--- src/rtl/apb_nslave_if.sv ---
// APB bus bundle between one master and NSLV slaves; every slave's
// read data, ready and error come back side by side.
interface apb_nslave_if #(
   parameter int DW   = 8,
   parameter int AW   = 4,
   parameter int NSLV = 4
) ();
   logic [NSLV-1:0]    psel;
   logic               penable;
   logic               pwrite;
   logic [AW-1:0]      paddr;
   logic [DW-1:0]      pwdata;
   logic [NSLV*DW-1:0] prdata;
   logic [NSLV-1:0]    pready;
   logic [NSLV-1:0]    pslverr;

   modport master (
      output psel, penable, pwrite, paddr, pwdata,
      input  prdata, pready, pslverr
   );

   modport slave (
      input  psel, penable, pwrite, paddr, pwdata,
      output prdata, pready, pslverr
   );
endinterface

--- src/rtl/apb_nslave_master.sv ---
// Single-command APB master fanning out to NSLV slaves, with per-slave
// wait states, error return and an ACCESS-phase timeout.
module apb_nslave_master #(
   parameter int DW      = 8,
   parameter int AW      = 4,
   parameter int NSLV    = 4,
   parameter int SEL_W   = 2,
   parameter int TIMEOUT = 16
) (
   input  logic             pclk,
   input  logic             presetn,
   input  logic             newd,
   input  logic             wr,
   input  logic [SEL_W-1:0] slv_addr_in,
   input  logic [AW-1:0]    addrin,
   input  logic [DW-1:0]    datain,
   output logic             busy,
   output logic             done,
   output logic             slverr_o,
   output logic [DW-1:0]    dataout,
   apb_nslave_if.master     apb
);
   localparam int            CW       = $clog2(TIMEOUT) + 1;
   localparam logic [CW-1:0] CNT_LAST = CW'(TIMEOUT - 1);

   localparam logic [1:0] ST_IDLE   = 2'd0;
   localparam logic [1:0] ST_SETUP  = 2'd1;
   localparam logic [1:0] ST_ACCESS = 2'd2;
   localparam logic [1:0] ST_ERR    = 2'd3;

   logic [1:0]       state_q, state_d;
   logic [SEL_W-1:0] sel_q, sel_d;
   logic [CW-1:0]    cnt_q, cnt_d;
   logic             busy_q, busy_d;
   logic             done_q, done_d;
   logic             slverr_q, slverr_d;
   logic [DW-1:0]    dataout_q, dataout_d;
   logic [NSLV-1:0]  psel_q, psel_d;
   logic             penable_q, penable_d;
   logic             pwrite_q, pwrite_d;
   logic [AW-1:0]    paddr_q, paddr_d;
   logic [DW-1:0]    pwdata_q, pwdata_d;

   logic [NSLV-1:0]  dec_sel;
   logic             rdy_sel;
   logic             err_sel;
   logic [DW-1:0]    rdata_sel;

   // Decode the incoming index and mux only the latched slave's responses.
   always_comb begin
      dec_sel   = '0;
      rdy_sel   = 1'b0;
      err_sel   = 1'b0;
      rdata_sel = '0;
      for (int k = 0; k < NSLV; k++) begin
         if (slv_addr_in == SEL_W'(k)) dec_sel[k] = 1'b1;
         if (sel_q == SEL_W'(k)) begin
            rdy_sel   = apb.pready[k];
            err_sel   = apb.pslverr[k];
            rdata_sel = apb.prdata[k*DW +: DW];
         end
      end
   end

   always_comb begin
      state_d   = state_q;
      sel_d     = sel_q;
      cnt_d     = cnt_q;
      done_d    = 1'b0;
      slverr_d  = slverr_q;
      dataout_d = dataout_q;
      psel_d    = psel_q;
      penable_d = penable_q;
      pwrite_d  = pwrite_q;
      paddr_d   = paddr_q;
      pwdata_d  = pwdata_q;
      case (state_q)
         ST_IDLE: begin
            if (newd) begin
               pwrite_d = wr;
               paddr_d  = addrin;
               pwdata_d = datain;
               sel_d    = slv_addr_in;
               // An index beyond NSLV decodes to no select line at all.
               if (|dec_sel) begin
                  state_d = ST_SETUP;
                  cnt_d   = '0;
                  psel_d  = dec_sel;
               end else begin
                  state_d = ST_ERR;
               end
            end
         end
         ST_SETUP: begin
            state_d   = ST_ACCESS;
            penable_d = 1'b1;
         end
         ST_ACCESS: begin
            if (rdy_sel) begin
               state_d   = ST_IDLE;
               done_d    = 1'b1;
               slverr_d  = err_sel;
               psel_d    = '0;
               penable_d = 1'b0;
               if (!pwrite_q && !err_sel) dataout_d = rdata_sel;
            end else if (cnt_q == CNT_LAST) begin
               state_d   = ST_IDLE;
               done_d    = 1'b1;
               slverr_d  = 1'b1;
               psel_d    = '0;
               penable_d = 1'b0;
            end else begin
               cnt_d = cnt_q + 1'b1;
            end
         end
         default: begin
            state_d  = ST_IDLE;
            done_d   = 1'b1;
            slverr_d = 1'b1;
         end
      endcase
      busy_d = (state_d != ST_IDLE);
   end

   always_ff @(posedge pclk or negedge presetn) begin
      if (!presetn) begin
         state_q   <= ST_IDLE;
         sel_q     <= '0;
         cnt_q     <= '0;
         busy_q    <= 1'b0;
         done_q    <= 1'b0;
         slverr_q  <= 1'b0;
         dataout_q <= '0;
         psel_q    <= '0;
         penable_q <= 1'b0;
         pwrite_q  <= 1'b0;
         paddr_q   <= '0;
         pwdata_q  <= '0;
      end else begin
         state_q   <= state_d;
         sel_q     <= sel_d;
         cnt_q     <= cnt_d;
         busy_q    <= busy_d;
         done_q    <= done_d;
         slverr_q  <= slverr_d;
         dataout_q <= dataout_d;
         psel_q    <= psel_d;
         penable_q <= penable_d;
         pwrite_q  <= pwrite_d;
         paddr_q   <= paddr_d;
         pwdata_q  <= pwdata_d;
      end
   end

   assign busy        = busy_q;
   assign done        = done_q;
   assign slverr_o    = slverr_q;
   assign dataout     = dataout_q;
   assign apb.psel    = psel_q;
   assign apb.penable = penable_q;
   assign apb.pwrite  = pwrite_q;
   assign apb.paddr   = paddr_q;
   assign apb.pwdata  = pwdata_q;
endmodule

--- src/flat_wrapper.sv ---
// flat-port wrapper written by rule: the top's interface ports become plain ports
module apb_nslave_master_flat 
#(
   parameter int DW      = 8,
   parameter int AW      = 4,
   parameter int NSLV    = 4,
   parameter int SEL_W   = 2,
   parameter int TIMEOUT = 16
)
  (pclk, presetn, newd, wr, slv_addr_in, addrin, datain, busy, done, slverr_o, dataout, apb_psel, apb_penable, apb_pwrite, apb_paddr, apb_pwdata, apb_prdata, apb_pready, apb_pslverr);
  apb_nslave_if #(.DW(DW), .AW(AW), .NSLV(NSLV)) apb_i ();
  input  logic pclk;
  input  logic presetn;
  input  logic newd;
  input  logic wr;
  input  logic [SEL_W-1:0] slv_addr_in;
  input  logic [AW-1:0] addrin;
  input  logic [DW-1:0] datain;
  output logic busy;
  output logic done;
  output logic slverr_o;
  output logic [DW-1:0] dataout;
  output wire logic [$bits(apb_i.psel)-1:0] apb_psel;
  output wire logic [$bits(apb_i.penable)-1:0] apb_penable;
  output wire logic [$bits(apb_i.pwrite)-1:0] apb_pwrite;
  output wire logic [$bits(apb_i.paddr)-1:0] apb_paddr;
  output wire logic [$bits(apb_i.pwdata)-1:0] apb_pwdata;
  input wire logic [$bits(apb_i.prdata)-1:0] apb_prdata;
  input wire logic [$bits(apb_i.pready)-1:0] apb_pready;
  input wire logic [$bits(apb_i.pslverr)-1:0] apb_pslverr;
  assign apb_psel = apb_i.psel;
  assign apb_penable = apb_i.penable;
  assign apb_pwrite = apb_i.pwrite;
  assign apb_paddr = apb_i.paddr;
  assign apb_pwdata = apb_i.pwdata;
  assign apb_i.prdata = apb_prdata;
  assign apb_i.pready = apb_pready;
  assign apb_i.pslverr = apb_pslverr;
  apb_nslave_master #(.DW(DW), .AW(AW), .NSLV(NSLV), .SEL_W(SEL_W), .TIMEOUT(TIMEOUT)) u_core (.pclk(pclk), .presetn(presetn), .newd(newd), .wr(wr), .slv_addr_in(slv_addr_in), .addrin(addrin), .datain(datain), .busy(busy), .done(done), .slverr_o(slverr_o), .dataout(dataout), .apb(apb_i));
endmodule
--- config.mk ---
export PLATFORM = sky130hd
export DESIGN_NAME = apb_nslave_master_flat
export DESIGN_NICKNAME = d
export VERILOG_FILES = /design/src/rtl/apb_nslave_if.sv /design/src/rtl/apb_nslave_master.sv /design/src/flat_wrapper.sv
export SDC_FILE = /design/constraint.sdc
export NUM_CORES = 1
export LEC_CHECK = 0
export CAP_MARGIN = 20
export CORE_UTILIZATION = 33
export DETAILED_ROUTE_END_ITERATION = 8
export PLACE_DENSITY = 0.65
export SLEW_MARGIN = 15
export SYNTH_ARGS = -nofsm -noshare
export SYNTH_HDL_FRONTEND = slang
export SYNTH_SLANG_ARGS = --single-unit
export TNS_END_PERCENT = 20
--- constraint.sdc ---
create_clock -name pclk -period 3.65 [get_ports pclk]
set_input_delay 0.365 -clock pclk [delete_from_list [all_inputs] [get_ports pclk]]
set_output_delay 0.365 -clock pclk [all_outputs]
set_load 0.005 [all_outputs]
After elaboration in Yosys (flattened, before gate mapping)
Index checks and enable logic that the tools add are counted.
{"block": "word_totals", "out_inout_bits": 29, "inputBits": 58, "regBits": 38}
{"block": "op_classes", "n_mux": 40, "add_sub_neg": 1, "bitwise_logic": 1, "eq_ne": 14, "reduce_logical": 17}
{"op": "$mux 8", "n": 4}
{"op": "$mux 5", "n": 4}
{"op": "$mux 1", "n": 18}
{"op": "$mux 4", "n": 4}
{"op": "$eq 2x2->1 const B", "n": 5}
{"op": "$pmux 5 s2", "n": 1}
{"op": "$mux 2", "n": 4}
{"op": "$pmux 4 s2", "n": 1}
{"op": "$eq 2x1->1 const B", "n": 3}
{"op": "$logic_not 2->1", "n": 3}
{"op": "$ne 2x2->1 const B", "n": 3}
{"op": "$pmux 1 s2", "n": 3}
{"op": "$pmux 2 s3", "n": 1}
{"op": "$reduce_and 2->1", "n": 3}
{"op": "$reduce_bool 2->1", "n": 3}
{"op": "$add 5x1->5 const B", "n": 1}
{"op": "$eq 5x4->1 const B", "n": 1}
{"op": "$reduce_and 5->1", "n": 1}
{"op": "$reduce_and 4->1", "n": 1}
{"op": "$reduce_or 4->1", "n": 1}
{"op": "$ne 3x1->1 const B", "n": 1}
{"op": "$reduce_and 3->1", "n": 1}
{"op": "$logic_not 1->1", "n": 2}
{"op": "$ne 2x1->1 const B", "n": 1}
{"op": "3 further kinds", "n": 3}

Logic depth before layout (Yosys ltp)
Gate-level depths: netlist of the first run.
{"block": "depth", "word_depth": 8, "ltp_mapped": 7, "ltp_nobuf": 7}

Least setup slack after synthesis of the first run
OpenSTA, ideal clock, no wires.
{"block": "synth_path", "path_kind": "flip-flop to flip-flop", "start": "register u_core.cnt_q[0]", "end": "register u_core.cnt_q[3]", "t_arrival_ns": 1.797, "stages_incl_launch_ff": 8, "path_buffers": 0, "path_slack_ns": 1.773, "cell_sequence": "dfrtp_1 -> ha_1 -> and3_1 -> ha_1 -> nor2b_1 -> a32oi_2 -> nor3_1 -> mux2i_1"}
{"block": "synth_via", "elab_chain_cells": 4}
{"item": "from (decl)", "line_no": "apb_nslave_master.sv:33", "rtl": "logic [CW-1:0] cnt_q, cnt_d;"}
{"item": "from (signal assigned)", "line_no": "apb_nslave_master.sv:142", "rtl": "cnt_q <= cnt_d;"}
{"item": "$add 5x1->5", "line_no": "apb_nslave_master.sv:113", "rtl": "cnt_d = cnt_q + 1'b1;"}
{"item": "$mux 5", "line_no": "apb_nslave_master.sv:106", "rtl": "end else if (cnt_q == CNT_LAST) begin"}
{"item": "$mux 5", "line_no": "apb_nslave_master.sv:99", "rtl": "if (rdy_sel) begin"}
{"item": "$pmux 5 s2", "line_no": "apb_nslave_master.sv:77", "rtl": "case (state_q)"}
Parallel ways exist; a longest one is shown, timed or not. The select of a mux whose other input is x is not followed.
A chain may end at the register's enable or synchronous reset.

Final worst setup path of the first run
{"block": "layout_path", "start": "register u_core.sel_q[0]", "end": "register u_core.dataout_q[7] (netlist: u_core.dataout[7])"}
{"block": "layout_via", "elab_chain_cells": 8}
{"item": "from (decl)", "line_no": "apb_nslave_master.sv:32", "rtl": "logic [SEL_W-1:0] sel_q, sel_d;"}
{"item": "from (signal assigned)", "line_no": "apb_nslave_master.sv:141", "rtl": "sel_q <= sel_d;"}
{"item": "$logic_not 2->1", "line_no": "apb_nslave_master.sv:57", "rtl": "if (sel_q == SEL_W'(k)) begin"}
{"item": "$mux 1 (4 in a row)", "line_no": "apb_nslave_master.sv:57"}
{"item": "$logic_not 1->1", "line_no": "apb_nslave_master.sv:105", "rtl": "if (!pwrite_q && !err_sel) dataout_d = rdata_sel;"}
{"item": "$logic_and 1x1->1", "line_no": "apb_nslave_master.sv:105"}
{"item": "$reduce_and 3->1 (no line)"}
{"item": "to (signal assigned)", "line_no": "apb_nslave_master.sv:146", "rtl": "dataout_q <= dataout_d;"}
{"item": "to (decl)", "line_no": "apb_nslave_master.sv:37", "rtl": "logic [DW-1:0] dataout_q, dataout_d;"}
Parallel ways exist; a longest one is shown, timed or not.

==> results of run 1 <==
-- worst register-to-register path, delay by kind of cell, from the launching register on --
family,cells,cell delay [ns]
simple gates,1,0.46
flops,1,0.79
mux,2,0.99
-- per-stage QoR --
| step | cells | utilization (%) | worst slack [ns] |
|---|---|---|---|
| after floorplan | 152 | - | 1.77 |
| after global placement | 303 | 51.2 | 1.29 |
| after detailed placement | 303 | 51.2 | 1.25 |
| after CTS | 310 | 52.5 | 1.26 |
| after global routing | 310 | 52.5 | 1.17 |
| final | 310 | 52.5 | 1.30 |
-- flip-flops by register name, indices dropped and copies added (netlist names) --
| register | count |
|---|---|
| u_core.sel_q | 2 |
| u_core.state_q | 2 |
| u_core.apb.psel | 4 |
| u_core.busy | 1 |
| u_core.apb.penable | 1 |
| u_core.dataout | 8 |
| u_core.done | 1 |
| u_core.cnt_q | 5 |
| u_core.slverr_o | 1 |
| u_core.apb.pwrite | 1 |
| u_core.apb.paddr | 4 |
| u_core.apb.pwdata | 8 |
-- layout make-up --
| class | count | area share [%] |
|---|---|---|
| multi-input cells | 102 | 32.7 |
| flip-flops and latches | 38 | 32.1 |
| repair buffers | 86 | 28.9 |
| well taps | 72 | 3.04 |
| clock buffers | 7 | 2.58 |
| inverters | 5 | 0.718 |
-- final timing paths --
check / end / start / slack [ns] / depth (start not counted)
setup / recovery: u_core.dataout[7] / u_core.sel_q[0] / 1.30 / 3
hold / removal: u_core.slverr_o / presetn / 0.18 / 1
setup reg to reg: u_core.dataout[7] / u_core.sel_q[0] / 1.30 / 3
hold reg to reg: u_core.cnt_q[3] / u_core.cnt_q[3] / 0.47 / 1
max in group asynchronous: u_core.apb.paddr[0] / presetn / 2.92 / 1
min in group pclk: u_core.cnt_q[3] / u_core.cnt_q[3] / 0.47 / 1
-- where the power goes --
group	switching [mW]	leakage, nW	internal [mW]
logic	0.349	0.692	0.606
clock network	0.139	0.0383	0.131
registers	0.151	0.469	0.594
-- cells in the mapped netlist (2+ instances only) --
cell type / number
dfrtp_1: 38
mux2_1: 15
mux4_2: 9
nor2_1: 9
mux2_4: 8
nand2_1: 8
ha_1: 6
nand2b_1: 6
clkbuf_1: 5
nor3_1: 5
a21oi_1: 4
inv_1: 4
o21ai_0: 4
a22o_1: 3
a32o_1: 3
mux2i_1: 3
nand3_1: 3
buf_4: 2
nor2b_1: 2
nor4_1: 2
-- cell families (layout without fill, tap and decap cells) --
family	after synthesis	count (layout)	synth area share [%]
AOI/OAI and AO/OA	23	23	8.94
adders and majority gates	6	6	3.80
buffers and inverters	12	98	2.79
DFF	38	38	48.2
muxes	35	35	26.4
and+or+nand+nor	38	38	9.89
-- routing by layer --
metal | routed length (um) | vias to the layer above | GRT usage, %
li1 | - | 740 | -
met1 | 2070 | 745 | 20.2
met2 | 2080 | 56 | 26.7
met3 | 383 | 5 | 5.98
met4 | 53 | 0 | 4.36
met5 | 0 | - | 0
==> results.ini, run 1 <==
[clocking]
root_buffer = clkbuf_8
cts_resized = 0
cts_max_level = 2
clk_latency_ns = 0.29
cts_num_sinks = 38
holdBufCountCts = 0
cts_tree = yes
clk_pin_slew_ns = 0.07
cts_buffers = 5
cts_setup_buffers = 0
cts_buffer_depth = 2

[timing]
tightestPinTransition_ns = 0.860
finalHoldViolCount = 0
setup_viol = 0
min_period_ns = 2.35
slew_violations = 0
finalCritPeriodShare_pct = 64.3
hold_slack_ns = 0.184
fin_setup_tns_ns = 0
slew_headroom_pct = 42.7
rsz0062_at_grt = no
skew_ns = 0.00424
max_freq_mhz = 426

[routing]
wl_per_cell_um = 14.8
drtIter0Drc = 70
viasPerCell = 4.99
drtAntennaViolNets = 0
post-route-drc-count = 0
drt-total-wl_um = 4590
routed-via-count = 1546
first_pass_iters = 4

[final_layout]
layout.nets = 302
n_antenna_cell = 0
syn2layout_area_growth_pct = 50.1
multi_input_area_um2 = 968
final_common_cell = clkdlybuf4s50_1
num-fill-cells = 507
final_area_um2 = 2960
drive_gt1_share_pct = 10.9
register_area_um2 = 951
final_cell_mix = clkdlybuf4s50_1 (85), dfrtp_1 (38), mux2_1 (15)

[yosys]
synth.net_count = 216
syn_inst = 152
synth_top_area_cell = dfrtp_1
syn-cell-area_um2 = 1970
synth_ff_type = dfrtp_1
synth_edf_count = 0
ys_ff_latch = 38
netlist.area_leader.share_pct = 48.2
synth_area_leaders = dfrtp_1 (48%), mux4_2 (10%), mux2_1 (8.6%), mux2_4 (6.1%), ha_1 (3.8%)
async_reset_ff_share_pct = 100
synth_cell_types = 33
yosys_warnings = 0
post_synth.cell_area_avg_um2 = 13.0
synth_seq_area_share_pct = 48.2

[power_and_ir_drop]
total_leakage_power_nw = 1.20
powerDensity_nw_per_um2 = 665
power_mw = 1.97
irDropWorstVdd_mv = 0.318

[critical_path]
crit_slowest_cell = dfrtp_1
arrival_ns = 2.52
crit_buf_inv = 0
setup.worst_path.end_class = register
crit_path_max_fanout = 13
cp_top_family = multiplexers
startpoint_type = register
setup.worst_path.class = register to register
cp_slowest_stage_delay_ns = 0.79
crit_required_ns = 3.82
path_cells = mux4_2 > nor3_4 > mux2_4

[grt]
antenna_found_initial = 0
grt.overflow.total = 0
grt_pass1_vias = 1605
grt_max_degree = 39
globalRouteTotalUtil_pct = 16.3
grt_pass1_wl_um = 7730

[placement]
globalplace.congestion = 0.787
port_buffers = 86
placed_area_um2 = 2890
dp_hpwl_um = 3370

[die]
die_width_um = 79.4
dieArea_um2 = 6300
die_h_um = 79.4
core_area_um2 = 5640
start_util_pct = 35.0
fp-row-count = 27
ioPinCount = 87

[run_status]
status = finished clean

[job]
drv_cap = 0

[min_path]
min_path_type = input port to asynchronous set/reset pin

Note: power is estimated with default switching activity, not from simulation.
==> run 2: changes to the inputs <==
==> constraint.sdc (replaced) <==
create_clock -name pclk -period 2.35 [get_ports pclk]
set_input_delay 0.235 -clock pclk [delete_from_list [all_inputs] [get_ports pclk]]
set_output_delay 0.235 -clock pclk [all_outputs]
set_load 0.005 [all_outputs]
==> results.ini, run 2 (synthesized netlist as in run 1, its figures left out) <==
[run_status]
status = finished clean  ; unchanged

[critical_path]
setup.worst_path.end_class = register  ; unchanged
r2r_slack_ns = 0.26  ; was 1.30 ns
path_cells = ha_1 > and3_1 > ha_1 > nor2b_1 > a32oi_2 > nor3_1 > mux2i_1  ; was mux4_2 > nor3_4 > mux2_4
cp_slowest_stage_delay_ns = 0.43  ; was 0.79 ns
endpoint = u_core.cnt_q[3]  ; was u_core.dataout[7]
setup.worst_path.class = register to register  ; unchanged
cp-startpoint = u_core.cnt_q[0]  ; was u_core.sel_q[0]
crit_path_max_fanout = 10  ; was 13
r2r-start = u_core.cnt_q[0]  ; was u_core.sel_q[0]
r2r_end = u_core.cnt_q[3]  ; was u_core.dataout[7]
crit_slowest_cell = dfrtp_1  ; unchanged
crit_required_ns = 2.55  ; was 3.82 ns
arrival_ns = 2.29  ; was 2.52 ns
rr_worst_depth = 7  ; was 3
cpMostUsedCell = ha_1
startpoint_type = register  ; unchanged

[routing]
first_pass_iters = 4  ; unchanged
routed-via-count = 1566  ; was 1546
drt-total-wl_um = 4690  ; was 4590 um
drtAntennaViolNets = 0  ; unchanged
viasPerCell = 4.97  ; was 4.99
drtIter0Drc = 96  ; was 70
wl_per_cell_um = 14.9  ; was 14.8 um
post-route-drc-count = 0  ; unchanged

[clocking]
cts_tree = yes  ; unchanged
root_buffer = clkbuf_8  ; unchanged
cts_setup_buffers = 0  ; unchanged
cts_buffer_depth = 2  ; unchanged
holdBufCountCts = 0  ; unchanged
clk_pin_slew_ns = 0.07  ; about the same
cts_resized = 0  ; unchanged
clk_latency_ns = 0.28  ; was 0.29 ns
cts_num_sinks = 38  ; unchanged
cts_max_level = 2  ; unchanged
cts_buffers = 5  ; unchanged

[placement]
globalplace.congestion = 0.799  ; was 0.787
port_buffers = 86  ; unchanged
placed_area_um2 = 2920  ; was 2890 um^2
dp_hpwl_um = 3570  ; was 3370 um

[die]
core_area_um2 = 5640  ; unchanged
dieArea_um2 = 6300  ; unchanged
start_util_pct = 35.0  ; unchanged
die_width_um = 79.4  ; unchanged
ioPinCount = 87  ; unchanged
fp-row-count = 27  ; unchanged
die_h_um = 79.4  ; unchanged

[grt]
antenna_found_initial = 0  ; unchanged
globalRouteTotalUtil_pct = 16.3  ; about the same
grt_max_degree = 39  ; unchanged
grt_pass1_wl_um = 7890  ; was 7730 um
grt.overflow.total = 0  ; unchanged
grt_pass1_vias = 1671  ; was 1605

[timing]
fin_setup_tns_ns = 0  ; unchanged
slew_violations = 0  ; unchanged
max_freq_mhz = 479  ; was 426 MHz
finalCritPeriodShare_pct = 88.8  ; was 64.3%
tightestPinTransition_ns = 0.853  ; was 0.860 ns
min_period_ns = 2.09  ; was 2.35 ns
slew_headroom_pct = 43.2  ; was 42.7%
skew_ns = 0.00652  ; was 0.00424 ns
setup_viol = 0  ; unchanged
rsz0062_at_grt = no  ; unchanged
finalHoldViolCount = 0  ; unchanged

[power_and_ir_drop]
irDropWorstVdd_mv = 0.472  ; was 0.318 mV
powerDensity_nw_per_um2 = 1030  ; was 665 nW/um^2
total_leakage_power_nw = 1.22  ; was 1.20 nW

[min_path]
min_path_type = input port to asynchronous set/reset pin  ; unchanged

[final_layout]
final_cell_mix = clkdlybuf4s50_1 (85), dfrtp_1 (38), mux2_1 (15)  ; unchanged
layout.nets = 307  ; was 302
final_common_cell = clkdlybuf4s50_1  ; unchanged
drive_gt1_share_pct = 12.8  ; was 10.9%
final_area_um2 = 3000  ; was 2960 um^2
n_antenna_cell = 0  ; unchanged
final_core_util_pct = 53.2  ; was 52.5%
syn2layout_area_growth_pct = 52.0  ; was 50.1%

[job]
drv_cap = 0  ; unchanged

==> run 2: changes by cell type in the layout (fill, tap and decap cells not counted) <==
cell,change
buf_4,+5
==> run 2: area by class of cell <==
cell class / instances / area (um^2)
clock buffers: 7 / 76.3
fillers: 499 / 2640
inverters: 5 / 21.3
multi-input cells: 102 / 968
flip-flops and latches: 38 / 951
well taps: 72 / 90.1
repair buffers: 91 / 893
==> run 2: worst max-delay path: cells and delay by family, from the launching register on <==
| kind | cells | cell delay [ns] |
|---|---|---|
| muxes | 1 | 0.22 |
| DFF | 1 | 0.43 |
| AOI/OAI and AO/OA | 1 | 0.25 |
| adders and majority gates | 2 | 0.44 |
| and+or+nand+nor | 3 | 0.66 |
==> run 2: where the power goes <==
group	leakage, nW	internal, mW	switching [mW]	total [mW]
Clock	0.0383	0.204	0.199	0.403
Combinational	0.717	0.973	0.590	1.56
Sequential	0.469	0.924	0.203	1.13
Total	1.22	2.10	0.992	3.09
==> run 2: per-layer routing <==
layer	vias to the layer above	GRT usage (%)	part of all wire, %	wire (um)
li1	752	-	-	-
met1	749	21.2	46	2140
met2	58	26.4	45	2130
met3	7	3.91	7.4	349
met4	0	5.45	1.5	71
met5	-	0	0	0
==> run 2: worst min path at each step <==
stage,endpoint,cells after the start,startpoint,slack (ns)
after detailed placement,u_core.slverr_o,1,presetn,0.40
after floorplan,u_core.apb.paddr[0],0,presetn,-0.06
after CTS,u_core.slverr_o,1,presetn,0.1
after global placement,u_core.done,1,presetn,0.39
after global routing,u_core.slverr_o,1,presetn,0.14
final,u_core.done,1,presetn,0.07
==> run 2: metrics by stage <==
stage / instances / total power [mW] / setup WS [ns] / hold slack [ns]
final: 315 / 3.09 / 0.264 / 0.0672
after global routing: 315 / 3.32 / 0.105 / 0.137
after CTS: 315 / 3.15 / 0.244 / 0.0978
after detailed placement: 308 / 2.72 / 0.260 / 0.397
after global placement: 308 / 2.71 / 0.287 / 0.394
after floorplan: 152 / 1.93 / 0.473 / -0.0606
